**src/rtl/alu_serial.sv**
```systemverilog
// Slice-serial ALU: ADD/SUB/AND/OR/SLT processed SLICE bits per cycle with a
// carry held between cycles; valid/ready handshake on both sides.
module alu_serial #(
   parameter int unsigned WIDTH = 32,
   parameter int unsigned SLICE = 8
) (
   input  logic             clk,
   input  logic             rst_n,
   input  logic             in_valid,
   output logic             in_ready,
   input  logic [2:0]       alu_control,
   input  logic [WIDTH-1:0] src_a,
   input  logic [WIDTH-1:0] src_b,
   output logic             out_valid,
   input  logic             out_ready,
   output logic [WIDTH-1:0] result,
   output logic             zero,
   output logic             illegal
);

   localparam int unsigned NSLICE = WIDTH / SLICE;
   localparam int unsigned CW     = (NSLICE > 1) ? $clog2(NSLICE) : 1;

   localparam logic [2:0] OP_ADD = 3'b000;
   localparam logic [2:0] OP_SUB = 3'b001;
   localparam logic [2:0] OP_AND = 3'b010;
   localparam logic [2:0] OP_OR  = 3'b011;
   localparam logic [2:0] OP_SLT = 3'b101;

   typedef enum logic [1:0] {IDLE, BUSY, DONE} state_t;

   state_t           state_q;
   logic [WIDTH-1:0] a_q, b_q, result_q;
   logic [2:0]       op_q;
   logic [CW-1:0]    cnt_q;
   logic             carry_q, in_ready_q, out_valid_q, zero_q, illegal_q;

   logic [SLICE-1:0] a_s, b_s, b_eff, slice_r;
   logic [SLICE:0]   sum;
   logic [WIDTH-1:0] result_d, final_d;
   logic             sub, last, ov, legal;

   always_comb begin
      a_s = '0;
      b_s = '0;
      for (int unsigned i = 0; i < NSLICE; i++) begin
         if (cnt_q == CW'(i)) begin
            a_s = a_q[i*SLICE +: SLICE];
            b_s = b_q[i*SLICE +: SLICE];
         end
      end
      sub   = (op_q == OP_SUB) || (op_q == OP_SLT);
      b_eff = sub ? ~b_s : b_s;
      sum   = {1'b0, a_s} + {1'b0, b_eff} + {{SLICE{1'b0}}, carry_q};
      legal = (op_q == OP_ADD) || (op_q == OP_SUB) || (op_q == OP_AND) ||
              (op_q == OP_OR)  || (op_q == OP_SLT);

      case (op_q)
         OP_ADD, OP_SUB, OP_SLT: slice_r = sum[SLICE-1:0];
         OP_AND:                 slice_r = a_s & b_s;
         OP_OR:                  slice_r = a_s | b_s;
         default:                slice_r = '0;
      endcase

      result_d = result_q;
      for (int unsigned i = 0; i < NSLICE; i++) begin
         if (cnt_q == CW'(i)) result_d[i*SLICE +: SLICE] = slice_r;
      end

      last = (cnt_q == CW'(NSLICE - 1));
      // On the final slice, sum[SLICE-1] is the MSB of the full difference.
      ov   = (a_q[WIDTH-1] != b_q[WIDTH-1]) && (sum[SLICE-1] != a_q[WIDTH-1]);

      if (!legal)                final_d = '0;
      else if (op_q == OP_SLT)   final_d = WIDTH'(sum[SLICE-1] ^ ov);
      else                       final_d = result_d;
   end

   always_ff @(posedge clk or negedge rst_n) begin
      if (!rst_n) begin
         state_q     <= IDLE;
         a_q         <= '0;
         b_q         <= '0;
         op_q        <= '0;
         cnt_q       <= '0;
         carry_q     <= 1'b0;
         result_q    <= '0;
         zero_q      <= 1'b0;
         illegal_q   <= 1'b0;
         in_ready_q  <= 1'b1;
         out_valid_q <= 1'b0;
      end else begin
         case (state_q)
            IDLE: begin
               if (in_valid) begin
                  a_q        <= src_a;
                  b_q        <= src_b;
                  op_q       <= alu_control;
                  carry_q    <= (alu_control == OP_SUB) || (alu_control == OP_SLT);
                  cnt_q      <= '0;
                  result_q   <= '0;
                  zero_q     <= 1'b0;
                  illegal_q  <= 1'b0;
                  in_ready_q <= 1'b0;
                  state_q    <= BUSY;
               end
            end
            BUSY: begin
               cnt_q   <= cnt_q + 1'b1;
               carry_q <= sum[SLICE];
               if (last) begin
                  result_q    <= final_d;
                  zero_q      <= (final_d == '0);
                  illegal_q   <= !legal;
                  out_valid_q <= 1'b1;
                  state_q     <= DONE;
               end else begin
                  result_q <= result_d;
               end
            end
            DONE: begin
               if (out_ready) begin
                  out_valid_q <= 1'b0;
                  in_ready_q  <= 1'b1;
                  state_q     <= IDLE;
               end
            end
            default: begin
               out_valid_q <= 1'b0;
               in_ready_q  <= 1'b1;
               state_q     <= IDLE;
            end
         endcase
      end
   end

   assign in_ready  = in_ready_q;
   assign out_valid = out_valid_q;
   assign result    = result_q;
   assign zero      = zero_q;
   assign illegal   = illegal_q;

endmodule
```
**config.mk**
```make
export PLATFORM = sky130hd
export DESIGN_NAME = alu_serial
export DESIGN_NICKNAME = d
export VERILOG_FILES = /design/src/rtl/alu_serial.sv
export SDC_FILE = /design/constraint.sdc
export NUM_CORES = 1
export LEC_CHECK = 0
export ABC_AREA = 1
export ABC_CLOCK_PERIOD_IN_PS = 3500
export BUFFER_PORTS_ARGS = -buffer_cell sky130_fd_sc_hd__buf_2
export CORE_MARGIN = 1.5
export CORE_UTILIZATION = 51
export CTS_CLUSTER_SIZE = 8
export DETAILED_ROUTE_END_ITERATION = 16
export PLACE_DENSITY = 0.79
export SLEW_MARGIN = 20
export SYNTH_ARGS = -nofsm -noshare
export SYNTH_HDL_FRONTEND = slang
export SYNTH_SLANG_ARGS = --single-unit
```
**constraint.sdc**
```tcl
create_clock -name clk -period 3.5 [get_ports clk]
set_input_delay 0.175 -clock clk [delete_from_list [all_inputs] [get_ports clk]]
set_output_delay 0.175 -clock clk [all_outputs]
set_load 0.1 [all_outputs]
```
==> results of run 1 <==
cell usage after synthesis (all sizes together):
master	number
o21ai	43
a21oi	29
o211ai	1
o22ai	15
nand4	6
inv	73
a31oi	2
dfstp	1
a21boi	4
clkinv	2
xnor2	1
ha	11
clkbuf	19
or2	3
buf	16
nor3	1
fa	2
nor2	34
nand3	64
o31ai	1
a22o	11
dfrtp	107
xor2	8
nand2	374
worst max-delay path by stage:
stage / start / slack [ns] / end
after floorplan: cnt_q[1]$_DFFE_PN0P_ / 0.21 / zero$_DFFE_PN0P_
after global placement: cnt_q[1]$_DFFE_PN0P_ / 0.17 / zero$_DFFE_PN0P_
after detailed placement: cnt_q[0]$_DFFE_PN0P_ / 0.06 / zero$_DFFE_PN0P_
after CTS: cnt_q[0]$_DFFE_PN0P_ / 0.03 / zero$_DFFE_PN0P_
after global routing: cnt_q[0]$_DFFE_PN0P_ / -0.003 / zero$_DFFE_PN0P_
final: cnt_q[0]$_DFFE_PN0P_ / 0.22 / zero$_DFFE_PN0P_
repair_timing:
action	CTS	global route
endpoints found under the hold margin	60	0
hold buffers	12	0
setup buffers	0	5
gates resized for setup	0	23
setup endpoints to repair	0	5
worst max-delay path: stages (launching register included):
cell and delay [ns]:
dfrtp_2 0.45, buf_4 0.16, ha_4 0.18, buf_4 0.17
nand2_1 0.09, nand3_2 0.11, nand2_1 0.07, nand2_1 0.10
xor2_1 0.16, ha_1 0.34, nand2_1 0.07, inv_1 0.04
nand2_1 0.05, nand3_1 0.10, or2_2 0.30, nand3_2 0.10
nand2_1 0.08, nand2_1 0.08, nand2_1 0.07, nor2_2 0.13
nand2_1 0.07, nor2_1 0.08, nand3_1 0.07, o21ai_1 0.15
logic make-up (layout without fill, tap and decap cells):
kind of cell	count (synthesis)	in the layout	synth area share [%]
AO/OA/AOI/OAI	106	106	10.52
XOR/XNOR	9	9	1.307
adder cells (fa/ha/maj)	13	13	2.945
buffers and inverters	110	235	7.820
flip-flops	108	108	44.82
AND/OR/NAND/NOR	482	482	32.59
area by class of cell:
type / count / area, µm² / area share (%)
Clock buffer: 11 / 242.7 / 3.306
Clock inverter: 5 / 82.58 / 1.125
Inverter: 75 / 284.0 / 3.868
Multi-Input combinational cell: 610 / 2943 / 40.07
Sequential cell: 108 / 2705 / 36.84
Tap cell: 143 / 178.9 / 2.437
Timing Repair Buffer: 144 / 907.1 / 12.35
layer usage:
metal,global-route usage [%],vias to the layer above,routed length (µm)
met5,0,-,0
met4,9.958,0,434
met3,5.389,30,1020
met2,43.33,203,7507
met1,38.30,2742,7511
li1,-,2868,-
flip-flops by register name, indices dropped and copies added (netlist names):
register	count
a_q	32
b_q	32
result	32
op_q	3
cnt_q	2
state_q	2
carry_q	1
illegal	1
in_ready	1
out_valid	1
zero	1
through the flow:
stage / utilization [%] / TNS [ns] / instances
floorplan: - / 0 / 828
global placement: 58.85 / 0 / 1062
detailed placement: 58.85 / 0 / 1062
CTS: 62.74 / 0 / 1090
global route: 64.04 / -0.002887 / 1096
finish: 64.04 / 0 / 1096
==> metrics, run 1 <==
count of final max-slew check failures=0; Yosys reg bits=108; CTS tree=yes; Worst Max-Slew Pin Slew=0.8095 ns; Avg Inst Size Synth=~7.3 µm²; Hold Slack=0.006394 ns; Filler cells=1013; clock root buffer=clkbuf_16; share of layout cells above drive strength 1=between 10% and 20%; Nets=between 1k and 1.5k; endpoint class of the critical path=register; First DRT Iteration DRCs=520; skew final=roughly 0.008 ns; Die ar.=12490 µm²; DR WL/cell=approximately 15 µm; R2R Setup Slk=~0.22 ns; sequential fraction of the synthesis area=about 45%; Post-Syn Area=about 6000 µm²; crit path time final=3.278 ns; worst r2r dst=zero$_DFFE_PN0P_; Syn Inst Count=roughly 830; Final period util=between 90% and 100%; critical path arrival=3.56 ns; grt total ovfl=0; top cells by area, synth=dfrtp_1 (44%), nand2_1 (23%), nand3_1 (4.8%), inv_1 (4.2%), o21ai_0 (2.4%); Final Hold Vio Count=0; first-pass GRT wire length=27340 µm; vias in the first global route=5587; CP Launch Type=register; largest net degree at the start of global routing=between 80 and 90; Antenna Violating Nets Remaining=0; largest area contributor in the netlist=dfrtp_1; number of port buffers=approximately 110; Hold Crit Class=in2reg; commonest non-fill, non-tap cell in the layout=nand2_1; Max FO, Critical Path=9; Fmax=a little over 300 MHz; Yosys top cell area share=roughly 44%; initial antenna violation count=0; Hold Path Origin=src_b[7]; final instance area=around 7300 µm²; Via Count=just under 6k; commonest cells after routing, fill and taps aside=nand2_1 (369), dfrtp_1 (106), buf_2 (105), inv_1 (66), nand3_1 (53); htree depth=3; P&R area growth vs syn=21.74%; CTS max path bufs=2; # clock sinks=108; chip height=between 100 and 150 µm; via-per-instance ratio=about 5.3; CORE AREA=~11000 µm²; Final WS setup=between 0.2 and 0.25 ns; worst setup slack after placement=between 0.06 and 0.07 ns; setup violators final=0; worst flop-to-flop path startpoint=cnt_q[0]$_DFFE_PN0P_; reg2reg path depth=23; final wirelength=roughly 16000 µm; DRC Markers=0; Worst-path clk slew=around 0.07 ns; die width=roughly 110 µm; row count=39; WP data required=3.78 ns; CTS buffer count=9; initial core utilization=a little over half; Net Count, Synth=around 910; placed cell area=6749 µm²; boundary pin count=between 100 and 150; clk_lat worst skew=around 0.36 ns; n_diodes=0; worst hold path endpoint=b_q[7]$_DFFE_PN0P_; HPWL after detailed placement=approximately 12000 µm; Slew headroom=around 46%; Ys Warns=0; kind of critical path=reg2reg; Hold Path Stages=3; Max-Cap Viols=0; gpl congestion=around 0.9; Synth cell types=39; TritonRoute pass-1 iters=5; gr usage total=27.60%; outcome=completed
Power of run 1 is not shown: default switching activity piles up to over one toggle a cycle in this logic, so the estimate is an artifact.
==> run 2: changes to the inputs <==
--- a/config.mk
+++ b/config.mk
@@ -8,7 +8,6 @@
 export ABC_AREA = 1
 export ABC_CLOCK_PERIOD_IN_PS = 3500
 export BUFFER_PORTS_ARGS = -buffer_cell sky130_fd_sc_hd__buf_2
-export CORE_MARGIN = 1.5
 export CORE_UTILIZATION = 51
 export CTS_CLUSTER_SIZE = 8
 export DETAILED_ROUTE_END_ITERATION = 16
==> constraint.sdc (replaced) <==
create_clock -name clk -period 3.5 [get_ports clk]
set_input_delay 0 -clock clk [delete_from_list [all_inputs] [get_ports clk]]
set_output_delay 0 -clock clk [all_outputs]
set_load 0.1 [all_outputs]
==> run 2 against run 1 <==
Count of clock-buffer cells in the layout is 2 lower. Die area shrank 1.8%. Final cell count is 5.4% higher. Highest routed layer unchanged. Critical path type unchanged. Non-clock buffer count is 59 higher. Core utilization rose by 5.0 points. Critical endpoint unchanged. Sequential share of layout area down 2.7 points.
==> metrics, run 2 (synthesized netlist as in run 1, its figures left out) <==
Slew headroom=54.98% (was 46.03%); gr usage total=29.16% (was 27.60%); skew final=0.009348 ns (was 0.007988 ns); die width=110.8 µm (was 111.8 µm); vias in the first global route=5995 (was 5587); Fmax=307.6 MHz (was 305.0 MHz); initial core utilization=52.60% (unchanged); DRC Markers=0 (unchanged); CTS buffer count=9 (unchanged); crit-path max cell delay=0.44 ns (was 0.45 ns); first-pass GRT wire length=28300 µm (was 27340 µm); largest net degree at the start of global routing=56 (was 82); DR WL/cell=15.07 µm (was 15.03 µm); P&R area growth vs syn=31.22% (was 21.74%); CTS tree=yes (unchanged); CORE AREA=11470 µm² (unchanged); initial antenna violation count=0 (unchanged); htree depth=3 (unchanged); First DRT Iteration DRCs=610 (was 520); final wirelength=17410 µm (was 16470 µm); commonest non-fill, non-tap cell in the layout=nand2_1 (unchanged); TritonRoute pass-1 iters=7 (was 5); Worst-path clk slew=0.07 ns (about the same); WP buf/inv=5 (was 3); number of port buffers=106 (unchanged); CTS max path bufs=2 (unchanged); boundary pin count=107 (unchanged); HPWL after detailed placement=11680 µm (was 11640 µm); share of layout cells above drive strength 1=19.17% (was 19.94%); placed cell area=6744 µm² (was 6749 µm²); Die ar.=12270 µm² (was 12490 µm²); # clock sinks=108 (unchanged); Final Hold Vio Count=0 (unchanged); Antenna Violating Nets Remaining=0 (unchanged); kind of critical path=reg2reg (unchanged); row count=39 (unchanged); Largest delay share family, worst path=simple AND/OR/NAND/NOR gates (unchanged); Nets=1091 (was 1032); CP cell instances=inv_2, ha_4, inv_4, buf_12, nand2_1, nand3_1, nand2_1, nand2_1, xor2_1, ha_1, nand2_1, inv_1, nand2_1, nand3_1, or2_2, nand3_1, nand3_1, nand2_1, nand2_1, inv_1, nand2_1, nor2_1, nand3_1, o21ai_1 (was buf_4, ha_4, buf_4, nand2_1, nand3_2, nand2_1, nand2_1, xor2_1, ha_1, nand2_1, inv_1, nand2_1, nand3_1, or2_2, nand3_2, nand2_1, nand2_1, nand2_1, nor2_2, nand2_1, nor2_1, nand3_1, o21ai_1); commonest cells after routing, fill and taps aside=nand2_1 (366), dfrtp_1 (106), buf_2 (105), dlygate4sd3_1 (69), inv_1 (64) (was nand2_1 (369), dfrtp_1 (106), buf_2 (105), inv_1 (66), nand3_1 (53)); gpl congestion=0.9503 (was 0.9071); clock root buffer=clkbuf_16 (unchanged); Worst Max-Slew Pin Slew=0.6753 ns (was 0.8095 ns); clk_lat worst skew=0.36 ns (about the same); Final period util=92.88% (was 93.67%); grt total ovfl=0 (unchanged); crit path time final=3.251 ns (was 3.278 ns); n_diodes=0 (unchanged); Hold Crit Class=in2reg (unchanged); setup violators final=0 (unchanged); via-per-instance ratio=5.375 (was 5.331); Via Count=6208 (was 5843); CP Launch Type=register (unchanged); endpoint class of the critical path=register (unchanged); WP data required=3.79 ns (was 3.78 ns); Slowest cell on crit path=dfrtp_1 (was dfrtp_2); count of final max-slew check failures=0 (unchanged); chip height=110.8 µm (was 111.8 µm); final instance area=7915 µm² (was 7343 µm²); Top cell by count, worst path=nand2_1 (unchanged); critical path arrival=3.54 ns (was 3.56 ns); outcome=completed (unchanged); Max FO, Critical Path=9 (unchanged); Max-Cap Viols=0 (unchanged)
run 2: changes by cell type in the layout (fill, tap and decap cells not counted), sizes merged:
cell         before  now
clkbuf           12   10
buf             131  133
clkinvlp          0    2
dlygate4sd3      12   69
run 2: final timing paths:
| check | start | to | slack [ns] | depth (start not counted) |
|---|---|---|---|---|
| max | cnt_q[1]$_DFFE_PN0P_ | zero$_DFFE_PN0P_ | 0.25 | 24 |
| min | in_valid | a_q[15]$_DFFE_PN0P_ | 0.05 | 4 |
| max reg2reg | cnt_q[1]$_DFFE_PN0P_ | zero$_DFFE_PN0P_ | 0.25 | 24 |
| min reg2reg | in_ready$_DFFE_PN1P_ | in_ready$_DFFE_PN1P_ | 0.46 | 2 |
| max in group asynchronous | rst_n | a_q[9]$_DFFE_PN0P_ | 2.51 | 3 |
| min in group asynchronous | rst_n | result[31]$_DFFE_PN0P_ | 0.11 | 2 |
run 2: layout make-up:
| type | count | area [µm²] |
|---|---|---|
| fill | 894 | 3552 |
| multi-input combinational | 610 | 2930 |
| sequential | 108 | 2705 |
| timing repair buffer | 203 | 1491 |
| inverter | 75 | 286.5 |
| clock buffer | 9 | 225.2 |
| tap | 143 | 178.9 |
| clock inverter | 7 | 97.59 |
run 2: through the flow:
step | TNS [ns] | std cells | setup WS, ns | util, % | hold WS (ns)
floorplan | 0 | 828 | 0.2105 | - | -0.2956
global placement | 0 | 1063 | 0.1939 | 58.81 | -0.04286
detailed placement | 0 | 1063 | 0.1129 | 58.81 | -0.03930
CTS | 0 | 1148 | 0.09685 | 67.65 | 0.03409
global route | -0.03595 | 1155 | -0.03595 | 69.02 | 0.08483
finish | 0 | 1155 | 0.2492 | 69.02 | 0.04847
run 2: worst register-to-register path, stage by stage, from the launching register on:
cell and delay (ns):
dfrtp_1 0.44, inv_2 0.14, ha_4 0.18, inv_4 0.06, buf_12 0.14, nand2_1 0.06, nand3_1 0.09, nand2_1 0.07
nand2_1 0.07, xor2_1 0.15, ha_1 0.38, nand2_1 0.09, inv_1 0.05, nand2_1 0.05, nand3_1 0.10, or2_2 0.29
nand3_1 0.16, nand3_1 0.13, nand2_1 0.12, nand2_1 0.06, inv_1 0.05, nand2_1 0.04, nor2_1 0.08, nand3_1 0.08
o21ai_1 0.13
run 2: what timing repair did:
action,CTS,global route
endpoints found under the hold margin,101,0
resized for setup,0,27
buffers inserted,0,6
setup endpoints to repair,0,5
hold buffers,69,0
run 2: per-layer routing:
layer	part of all wire (%)	vias up	routed length [µm]	GRT usage, %
met3	7.5	48	1301	6.014
met1	43	2896	7401	37.96
met5	0	-	0	0
met2	47	279	8242	48.41
li1	-	2985	-	-
met4	2.7	0	465	10.04
Power of run 2 is left out for the same reason.
